$ cat config.mk
export PLATFORM = sky130hd
export DESIGN_NAME = mem_port_arbiter
export DESIGN_NICKNAME = d
export VERILOG_FILES = /design/src/rtl/mem_port_arbiter.sv
export SDC_FILE = /design/constraint.sdc
export NUM_CORES = 1
export LEC_CHECK = 0
export ABC_AREA = 1
export BUFFER_PORTS_ARGS = -buffer_cell sky130_fd_sc_hd__buf_2
export CAP_MARGIN = 0
export CORE_AREA = 4 4 235 237
export DETAILED_ROUTE_END_ITERATION = 6
export DIE_AREA = 0 0 239 241
export SLEW_MARGIN = 30
export SYNTH_ARGS = -nofsm -noshare
export SYNTH_HDL_FRONTEND = slang
export SYNTH_SLANG_ARGS = --single-unit
$ cat constraint.sdc
create_clock -name clock -period 1.4 [get_ports clock]
set_input_delay 0.07 -clock clock [delete_from_list [all_inputs] [get_ports clock]]
set_output_delay 0.07 -clock clock [all_outputs]
set_load 0.02 [all_outputs]
$ cat src/rtl/mem_port_arbiter.sv
// mem_port_arbiter: shares the main memory port between icache refill and dcache refill/writeback (round-robin via MEM_ARB_ROUND_ROBIN_EN)
module mem_port_arbiter #(
  parameter int ADDR_WIDTH = 28,
  parameter int DATA_WIDTH = 128
) (
  input  logic                  clock,
  input  logic                  reset,
  input  logic                  i_mem_read,
  input  logic [ADDR_WIDTH-1:0] i_mem_address,
  output logic                  i_mem_busywait,
  input  logic                  d_mem_read,
  input  logic                  d_mem_write,
  input  logic [ADDR_WIDTH-1:0] d_mem_address,
  input  logic [DATA_WIDTH-1:0] d_mem_writedata,
  output logic                  d_mem_busywait,
  output logic [DATA_WIDTH-1:0] mem_readdata_out,
  output logic                  mem_read,
  output logic                  mem_write,
  output logic [ADDR_WIDTH-1:0] mem_address,
  output logic [DATA_WIDTH-1:0] mem_writedata,
  input  logic [DATA_WIDTH-1:0] mem_readdata,
  input  logic                  mem_busywait
);
  typedef enum logic [1:0] {IDLE, ISSUE, WAIT, DONE} state_t;
  typedef enum logic [1:0] {OWN_NONE, OWN_I, OWN_D} owner_t;
  state_t state_q;
  owner_t owner_q, last_owner_q;
  logic mem_read_q, mem_write_q;
  logic [ADDR_WIDTH-1:0] addr_q;
  logic [DATA_WIDTH-1:0] wdata_q, rdata_q;
  logic i_req, d_req, grant_d;
  assign i_req = i_mem_read;
  assign d_req = d_mem_read | d_mem_write;
`ifdef MEM_ARB_ROUND_ROBIN_EN
  assign grant_d = d_req & (~i_req | (last_owner_q != OWN_D));
`else
  assign grant_d = d_req | (i_req & (last_owner_q == OWN_NONE));
`endif
  assign i_mem_busywait = i_mem_read & ~(state_q == DONE && owner_q == OWN_I);
  assign d_mem_busywait = d_req & ~(state_q == DONE && owner_q == OWN_D);
  assign mem_read = mem_read_q;
  assign mem_write = mem_write_q;
  assign mem_address = addr_q;
  assign mem_writedata = wdata_q;
  assign mem_readdata_out = rdata_q;
  // Grant in IDLE, hold the request through ISSUE/WAIT, hand completion to the owner in DONE
  always_ff @(posedge clock) begin
    if (reset) begin
      state_q <= IDLE;
      owner_q <= OWN_NONE;
      last_owner_q <= OWN_I;
      mem_read_q <= 1'b0;
      mem_write_q <= 1'b0;
      addr_q <= '0;
      wdata_q <= '0;
      rdata_q <= '0;
    end else begin
      case (state_q)
        IDLE: if (i_req | d_req) begin
          state_q <= ISSUE;
          owner_q <= grant_d ? OWN_D : OWN_I;
          mem_write_q <= grant_d & d_mem_write;
          mem_read_q <= grant_d ? ~d_mem_write : 1'b1;
          addr_q <= grant_d ? d_mem_address : i_mem_address;
          if (grant_d) wdata_q <= d_mem_writedata;
        end
        ISSUE: if (mem_busywait) state_q <= WAIT;
        WAIT: if (!mem_busywait) begin
          if (mem_read_q) rdata_q <= mem_readdata;
          mem_read_q <= 1'b0;
          mem_write_q <= 1'b0;
          state_q <= DONE;
        end
        DONE: begin
          last_owner_q <= owner_q;
          owner_q <= OWN_NONE;
          state_q <= IDLE;
        end
        default: state_q <= IDLE;
      endcase
    end
  end
endmodule

==> impl_metrics.json, run 1 <==
{
  "violations": "setup timing",
  "grt_max_degree": 77,
  "critical_path.endpoint_type": "register",
  "clkTransAtPathRegs_ps": 60,
  "rsz0062_at_grt": "yes",
  "slew_headroom": 0.642,
  "ys_seq_area_frac": 0.534,
  "worst_clock_skew_ps": 29.5,
  "cts_root_buf": "clkbuf_16",
  "vias": 14670,
  "fp.dieW_um": 239,
  "syn-num-nets": 1764,
  "powerDensity_nw_per_um2": 1600,
  "ys_top_cells_by_count": "dfxtp_1 (292), nor2_1 (269), nand2_1 (207)",
  "num_rows": 85,
  "grt_overflow": 0,
  "dpl.cell_count": 2719,
  "grt.total_usage": 0.172,
  "grt_pass1_vias": 14217,
  "drive_gt1_frac": 0.516,
  "synth_cell_types": 21,
  "total_power_mw": 38.1,
  "area_delta_synth_final_pct": 118,
  "setup_viol": 292,
  "ir_drop_mv": 1.06,
  "hpwl_um": 31800,
  "fin_cells": 3192,
  "synth_seq_cells": 292,
  "cts.sinks": 292,
  "port_buffers": 605,
  "status": "finished with violations",
  "die_y_um": 241,
  "gp_congestion": 0.819,
  "clk_latency_ps": 530,
  "critPathMaxFanout": 8,
  "cts_buffers": 34,
  "final_nets": 2791,
  "tightest_slew_ps": 538,
  "cap_violations": 0,
  "syn_area_per_cell_um2": 7.60,
  "critical_path_class": "register to register",
  "fmax_mhz": 575,
  "cts_tree": "built",
  "fin_crit_ps": 1740,
  "yosys.area.top_type": "dfxtp_1",
  "min_path_cells": 4,
  "synth_area_leaders": "dfxtp_1 (53%), nor2_1 (9.2%), nand3_1 (8.7%)",
  "via_per_inst": 4.60,
  "initial_utilization": 0.206,
  "drc": 0,
  "antenna_found_initial": 5,
  "dr.pass1.iters": 6,
  "wl_per_cell_um": 19.0,
  "yosysWarnings": 0,
  "netlist_area_um2": 11000,
  "fin_crit_sh": 1.24,
  "reg2regPathDepth": 10,
  "synth_edf_count": 0,
  "syn-instance-count": 1442,
  "critical_path_arrival_ps": 2160,
  "synth_top_area_frac": 0.534,
  "hold_class": "primary input to register",
  "clk_path_buf_depth": 3,
  "detail-route-antenna-nets": 0,
  "critical_path_required_ps": 1820,
  "synth_ff_type": "dfxtp_1",
  "cp-start-kind": "register",
  "leakage_nw": 11.1,
  "async_reset_ff_frac": 0,
  "synth.most_common_cell": "dfxtp_1",
  "final_hold_viol_count": 0,
  "ios": 606,
  "fin_ws_ps": -340,
  "drtIter0Drc": 794,
  "core_um2": 53300,
  "postRouteWirelength_um": 60700,
  "n_fill_cell": 4667,
  "htreeDepth": 2,
  "dieArea_um2": 57600,
  "slew_violations": 0,
  "grt_pass1_wl_um": 79000
}
==> per-layer routing <==
layer,track usage,part of all wire
met5,0,0.00028
met4,0.0874,0.060
met3,0.0453,0.078
met2,0.310,0.51
met1,0.187,0.35
==> layout by cell type, fill, tap and decap left out, types with 10 or more instances in the layout <==
| cell type | instances |
|---|---|
| a21oi_1 | 72 |
| a21oi_2 | 87 |
| buf_12 | 42 |
| buf_16 | 26 |
| buf_2 | 602 |
| buf_4 | 56 |
| buf_6 | 25 |
| buf_8 | 12 |
| clkbuf_1 | 16 |
| clkbuf_16 | 59 |
| dfxtp_1 | 290 |
| dlygate4sd3_1 | 315 |
| inv_1 | 61 |
| nand2_1 | 143 |
| nand2_2 | 34 |
| nand2_4 | 29 |
| nand3_1 | 93 |
| nand3_2 | 63 |
| nand3_4 | 34 |
| nor2_1 | 189 |
| nor2_2 | 61 |
| nor2_4 | 20 |
| o21ai_0 | 12 |
| o21ai_1 | 13 |
| o21ai_2 | 93 |
| o21ai_4 | 10 |
==> state kept, by name, indices dropped and copies added, names as in the netlist <==
signal            count
mem_readdata_out    128
mem_writedata       128
mem_address          28
last_owner_q          2
owner_q               2
state_q               2
mem_read              1
mem_write             1
==> final cells by class <==
type | instances | area [um2] | share of cell area
Clock buffer | 54 | 977 | 0.0410
Multi-Input combinational cell | 965 | 6530 | 0.274
Tap cell | 696 | 871 | 0.0365
Timing Repair Buffer | 1104 | 9270 | 0.389
Timing Repair inverter | 2 | 16.3 | 0.000682
Inverter | 70 | 303 | 0.0127
Clock inverter | 5 | 28.8 | 0.00121
Sequential cell | 292 | 5850 | 0.245
Antenna cell | 4 | 10.0 | 0.000420
==> cell families (layout without fill, tap and decap cells) <==
| group | Yosys count | count (layout) | share of synthesized area |
|---|---|---|---|
| and+or+nand+nor | 671 | 673 | 0.254 |
| DFF | 292 | 292 | 0.534 |
| AOI/OAI and AO/OA | 288 | 288 | 0.132 |
| buffers and inverters | 187 | 1235 | 0.0767 |
| adders and majority gates | 4 | 4 | 0.00457 |
| other | 0 | 4 | 0 |
==> timing repair <==
action	4_1_cts	5_1_grt
gates resized for setup	302	494
setup buffers	25	23
pin swaps	11	175
gates cloned	32	27
hold endpoints to repair	288	0
endpoints found under the setup margin	290	292
hold buffers	315	0
==> power by group <==
group	internal, mW	switching [mW]	total (mW)
clock	4.78	3.59	8.37
combinational	8.85	9.88	18.7
sequential	9.92	1.07	11.0
==> through the flow <==
| step | worst slack, ps | hold WS (ps) | instance area (um2) | utilization | TNS (ps) |
|---|---|---|---|---|---|
| 3_3_place_gp | -174 | 293 | 15300 | 0.287 | -27640 |
| 2_1_floorplan | 3.74 | 205 | 11000 | - | 0 |
| 6_report | -340 | 71.9 | 23900 | 0.448 | -63240 |
| 4_1_cts | -322 | 4.97 | 21200 | 0.399 | -42860 |
| 5_1_grt | -390 | 62.3 | 23900 | 0.448 | -81060 |
| 3_5_place_dp | -210 | 297 | 15300 | 0.287 | -32340 |
==> final timing paths <==
| check | start | to | slack [ps] |
|---|---|---|---|
| worst max-delay path | state_q[1] | mem_readdata_out[62] | -340 |
| worst min-delay path | reset | mem_readdata_out[22] | 70 |
| worst min register to register | mem_writedata[109] | mem_writedata[109] | 460 |
| worst max register to register | state_q[1] | mem_readdata_out[62] | -340 |
==> worst max-delay path, cell delays in order, from the launching register on <==
cell	delay [ps]
dfxtp_2	340
buf_6	100
ha_4	140
inv_4	40
nor3_4	200
buf_12	170
inv_16	70
buf_12	140
bufbuf_16	270
nor2_2	80
nor2_1	50
(Power assumes the default switching activity.)
==> inputs of run 2 (changes only) <==
--- a/config.mk
+++ b/config.mk
@@ -5,12 +5,11 @@
 export SDC_FILE = /design/constraint.sdc
 export NUM_CORES = 1
 export LEC_CHECK = 0
-export ABC_AREA = 1
 export BUFFER_PORTS_ARGS = -buffer_cell sky130_fd_sc_hd__buf_2
 export CAP_MARGIN = 0
-export CORE_AREA = 4 4 235 237
+export CORE_AREA = 4 4 237 239
 export DETAILED_ROUTE_END_ITERATION = 6
-export DIE_AREA = 0 0 239 241
+export DIE_AREA = 0 0 241 243
 export SLEW_MARGIN = 30
 export SYNTH_ARGS = -nofsm -noshare
 export SYNTH_HDL_FRONTEND = slang
==> run 2 against run 1 <==
Compared with the run above:
- fmax increased by 1.6%
- global-route usage decreased by 2.6 points
- routed wire length decreased by 16%
- register-to-register slack improved by 30 ps
- combinational power decreased by 39%
- non-clock buffer count decreased by 46
- clock power increased by 11%
- highest routed layer is now met4
- power decreased by 18%
- flip-flop and latch count unchanged
- the run still ends with setup timing left
==> impl_metrics.json, run 2 <==
{
  "status": "finished with violations",
  "violations": "setup timing",
  "final_hold_viol_count": 0,
  "cts_tree": "built",
  "initial_utilization": 0.208,
  "cap_violations": 0,
  "yosysWarnings": 0,
  "fin_crit_sh": 1.22,
  "met1Wirelength_um": 19000,
  "tightest_slew_ps": 495,
  "finish.utilization": 0.410,
  "num_rows": 85,
  "seq_area_um2": 5850,
  "p_int_mw": 20.9,
  "power_frac_comb": 0.365,
  "leakage_nw": 10.1,
  "clk_path_buf_depth": 3,
  "wl_met3_um": 4740,
  "synth_cell_types": 38,
  "setup_viol": 281,
  "clkPwrFrac": 0.298,
  "drc": 0,
  "critical_path_required_ps": 1830,
  "cp-start-kind": "register",
  "area_delta_synth_final_pct": 97.4,
  "hold_slack_ps": 105,
  "grt_pass1_vias": 13729,
  "core_um2": 53800,
  "slew_violations": 0,
  "grt_max_degree": 76,
  "detail-route-antenna-nets": 0,
  "synth_edf_count": 0,
  "p_sw_mw": 10.3,
  "dr.pass1.iters": 5,
  "rsz0062_at_grt": "yes",
  "vias": 13558,
  "critical_path_arrival_ps": 2150,
  "drive_gt1_frac": 0.442,
  "ir_drop_mv": 0.814,
  "critical_path_class": "register to register",
  "p_seq_frac": 0.337,
  "synth.most_common_cell": "nand2_1",
  "critical_path.endpoint_type": "register",
  "met2_wirelength_um": 25100,
  "synth_ff_type": "dfxtp_1",
  "htreeDepth": 2,
  "highest_layer": "met4",
  "cts_buffers": 34,
  "grt.total_usage": 0.146,
  "yosys.area.top_type": "dfxtp_1",
  "powerDensity_nw_per_um2": 1410,
  "port_buffers": 605,
  "gp_congestion": 0.837,
  "n_fill_cell": 4876,
  "grt_pass1_wl_um": 70100,
  "dieArea_um2": 58600,
  "worst_clock_skew_ps": 16.3,
  "async_reset_ff_frac": 0,
  "fin_crit_ps": 1710,
  "cts_root_buf": "clkbuf_16",
  "slew_headroom": 0.670,
  "clk_latency_ps": 520,
  "grt_overflow": 0,
  "synth_area_leaders": "dfxtp_1 (52%), nand2_1 (17%), mux2i_1 (11%)",
  "final_cell_mix": "buf_2 (602), nand2_1 (409), dlygate4sd3_1 (317), dfxtp_1 (289), mux2i_1 (127)",
  "syn-instance-count": 1331,
  "final_common_cell": "buf_2",
  "cts.sinks": 292,
  "die_y_um": 243,
  "hpwl_um": 29800,
  "postRouteWirelength_um": 51100,
  "via_per_inst": 4.46,
  "critPathMaxFanout": 14,
  "multi_input_area_um2": 5910,
  "clkTransAtPathRegs_ps": 60,
  "syn_area_per_cell_um2": 8.40,
  "synth_seq_cells": 292,
  "fp.dieW_um": 241,
  "fin_ws_ps": -313,
  "hold_class": "primary input to register",
  "drtIter0Drc": 647,
  "ys_seq_area_frac": 0.523,
  "antenna_found_initial": 2,
  "netlist_area_um2": 11200,
  "wl_per_cell_um": 16.8,
  "ios": 606,
  "netSwitchingFraction": 0.330,
  "final_nets": 2642,
  "syn-num-nets": 1653,
  "synth_top_area_frac": 0.523,
  "ys_top_cells_by_count": "nand2_1 (517), dfxtp_1 (292), a21oi_1 (134)",
  "fmax_mhz": 584
}
[run 2: cell types whose count changed in the layout (fill, tap and decap cells not counted), moves of 19 or more]
cell,previous run,this run
buf_16,26,7
nand3_2,63,0
o21ai_2,93,23
nor2_4,20,0
nor2_2,61,1
nand3_1,93,29
mux2i_1,0,127
nor2_1,189,4
a31oi_1,0,28
nand3_4,34,0
nand2_1,143,409
a21oi_1,72,44
nand2_4,29,70
inv_1,61,1
[run 2: final cells by class]
cell class / count / share of cell area
clock buffers: 54 / 0.0498
multi-input cells: 930 / 0.268
flip-flops and latches: 292 / 0.265
diodes: 2 / 0.000227
inverters: 4 / 0.00125
clock inverters: 6 / 0.00402
repair buffers: 1058 / 0.373
well taps: 696 / 0.0394
[run 2: final timing paths]
path | start | end | slack, ps | depth (start not counted)
worst max-delay path | last_owner_q[0] | mem_writedata[68] | -310 | 5
worst min-delay path | d_mem_read | owner_q[1] | 100 | 4
worst max register to register | last_owner_q[0] | mem_writedata[68] | -310 | 5
worst min register to register | mem_writedata[59] | mem_writedata[59] | 450 | 2
[run 2: logic make-up (layout without fill, tap and decap cells)]
group | count (synthesis) | after routing | synth area share
AO/OA/AOI/OAI | 228 | 228 | 0.108
adder cells (fa/ha/maj) | 4 | 4 | 0.00448
buffers and inverters | 109 | 1122 | 0.0491
flip-flops | 292 | 292 | 0.523
multiplexers | 129 | 129 | 0.116
other | 0 | 2 | 0
AND/OR/NAND/NOR | 569 | 569 | 0.200
[run 2: per-layer routing]
metal,up-vias,global-route usage
met1,6307,0.158
met2,691,0.251
li1,6398,-
met4,0,0.0771
met3,162,0.0487
met5,-,0
[run 2: critical path, stage by stage (launching register included)]
cell,delay (ps)
dfxtp_2,320
or3b_4,410
a21boi_4,230
buf_12,200
buf_16,180
mux2i_2,240
[run 2: stage by stage]
stage,cells,cell area [um2],setup TNS [ps],total power [mW],setup slack (ps)
floorplan,1331,11300,-6960,15.9,-69.4
global placement,2608,15400,-20560,18.7,-220
detailed placement,2608,15400,-26020,18.9,-271
CTS,3008,20200,-40900,30.0,-282
global route,3042,22100,-62320,32.6,-355
finish,3042,22100,-44930,31.2,-313
[run 2: power groups by stage]
stage / logic, mW / clock network [mW] / registers, mW
finish: 11.4 / 9.31 / 10.5
global route: 12.1 / 9.89 / 10.6
CTS: 10.0 / 9.60 / 10.4
detailed placement: 8.35 / 0 / 10.5
global placement: 8.17 / 0 / 10.5
floorplan: 3.88 / 0 / 12.0
[run 2: timing repair]
item	in CTS	in global routing
cloned	8	19
gates resized for setup	53	363
endpoints found under the setup margin	276	292
hold buffers	316	1
pin swaps	5	162
endpoints found under the hold margin	289	2
buffers inserted	16	18
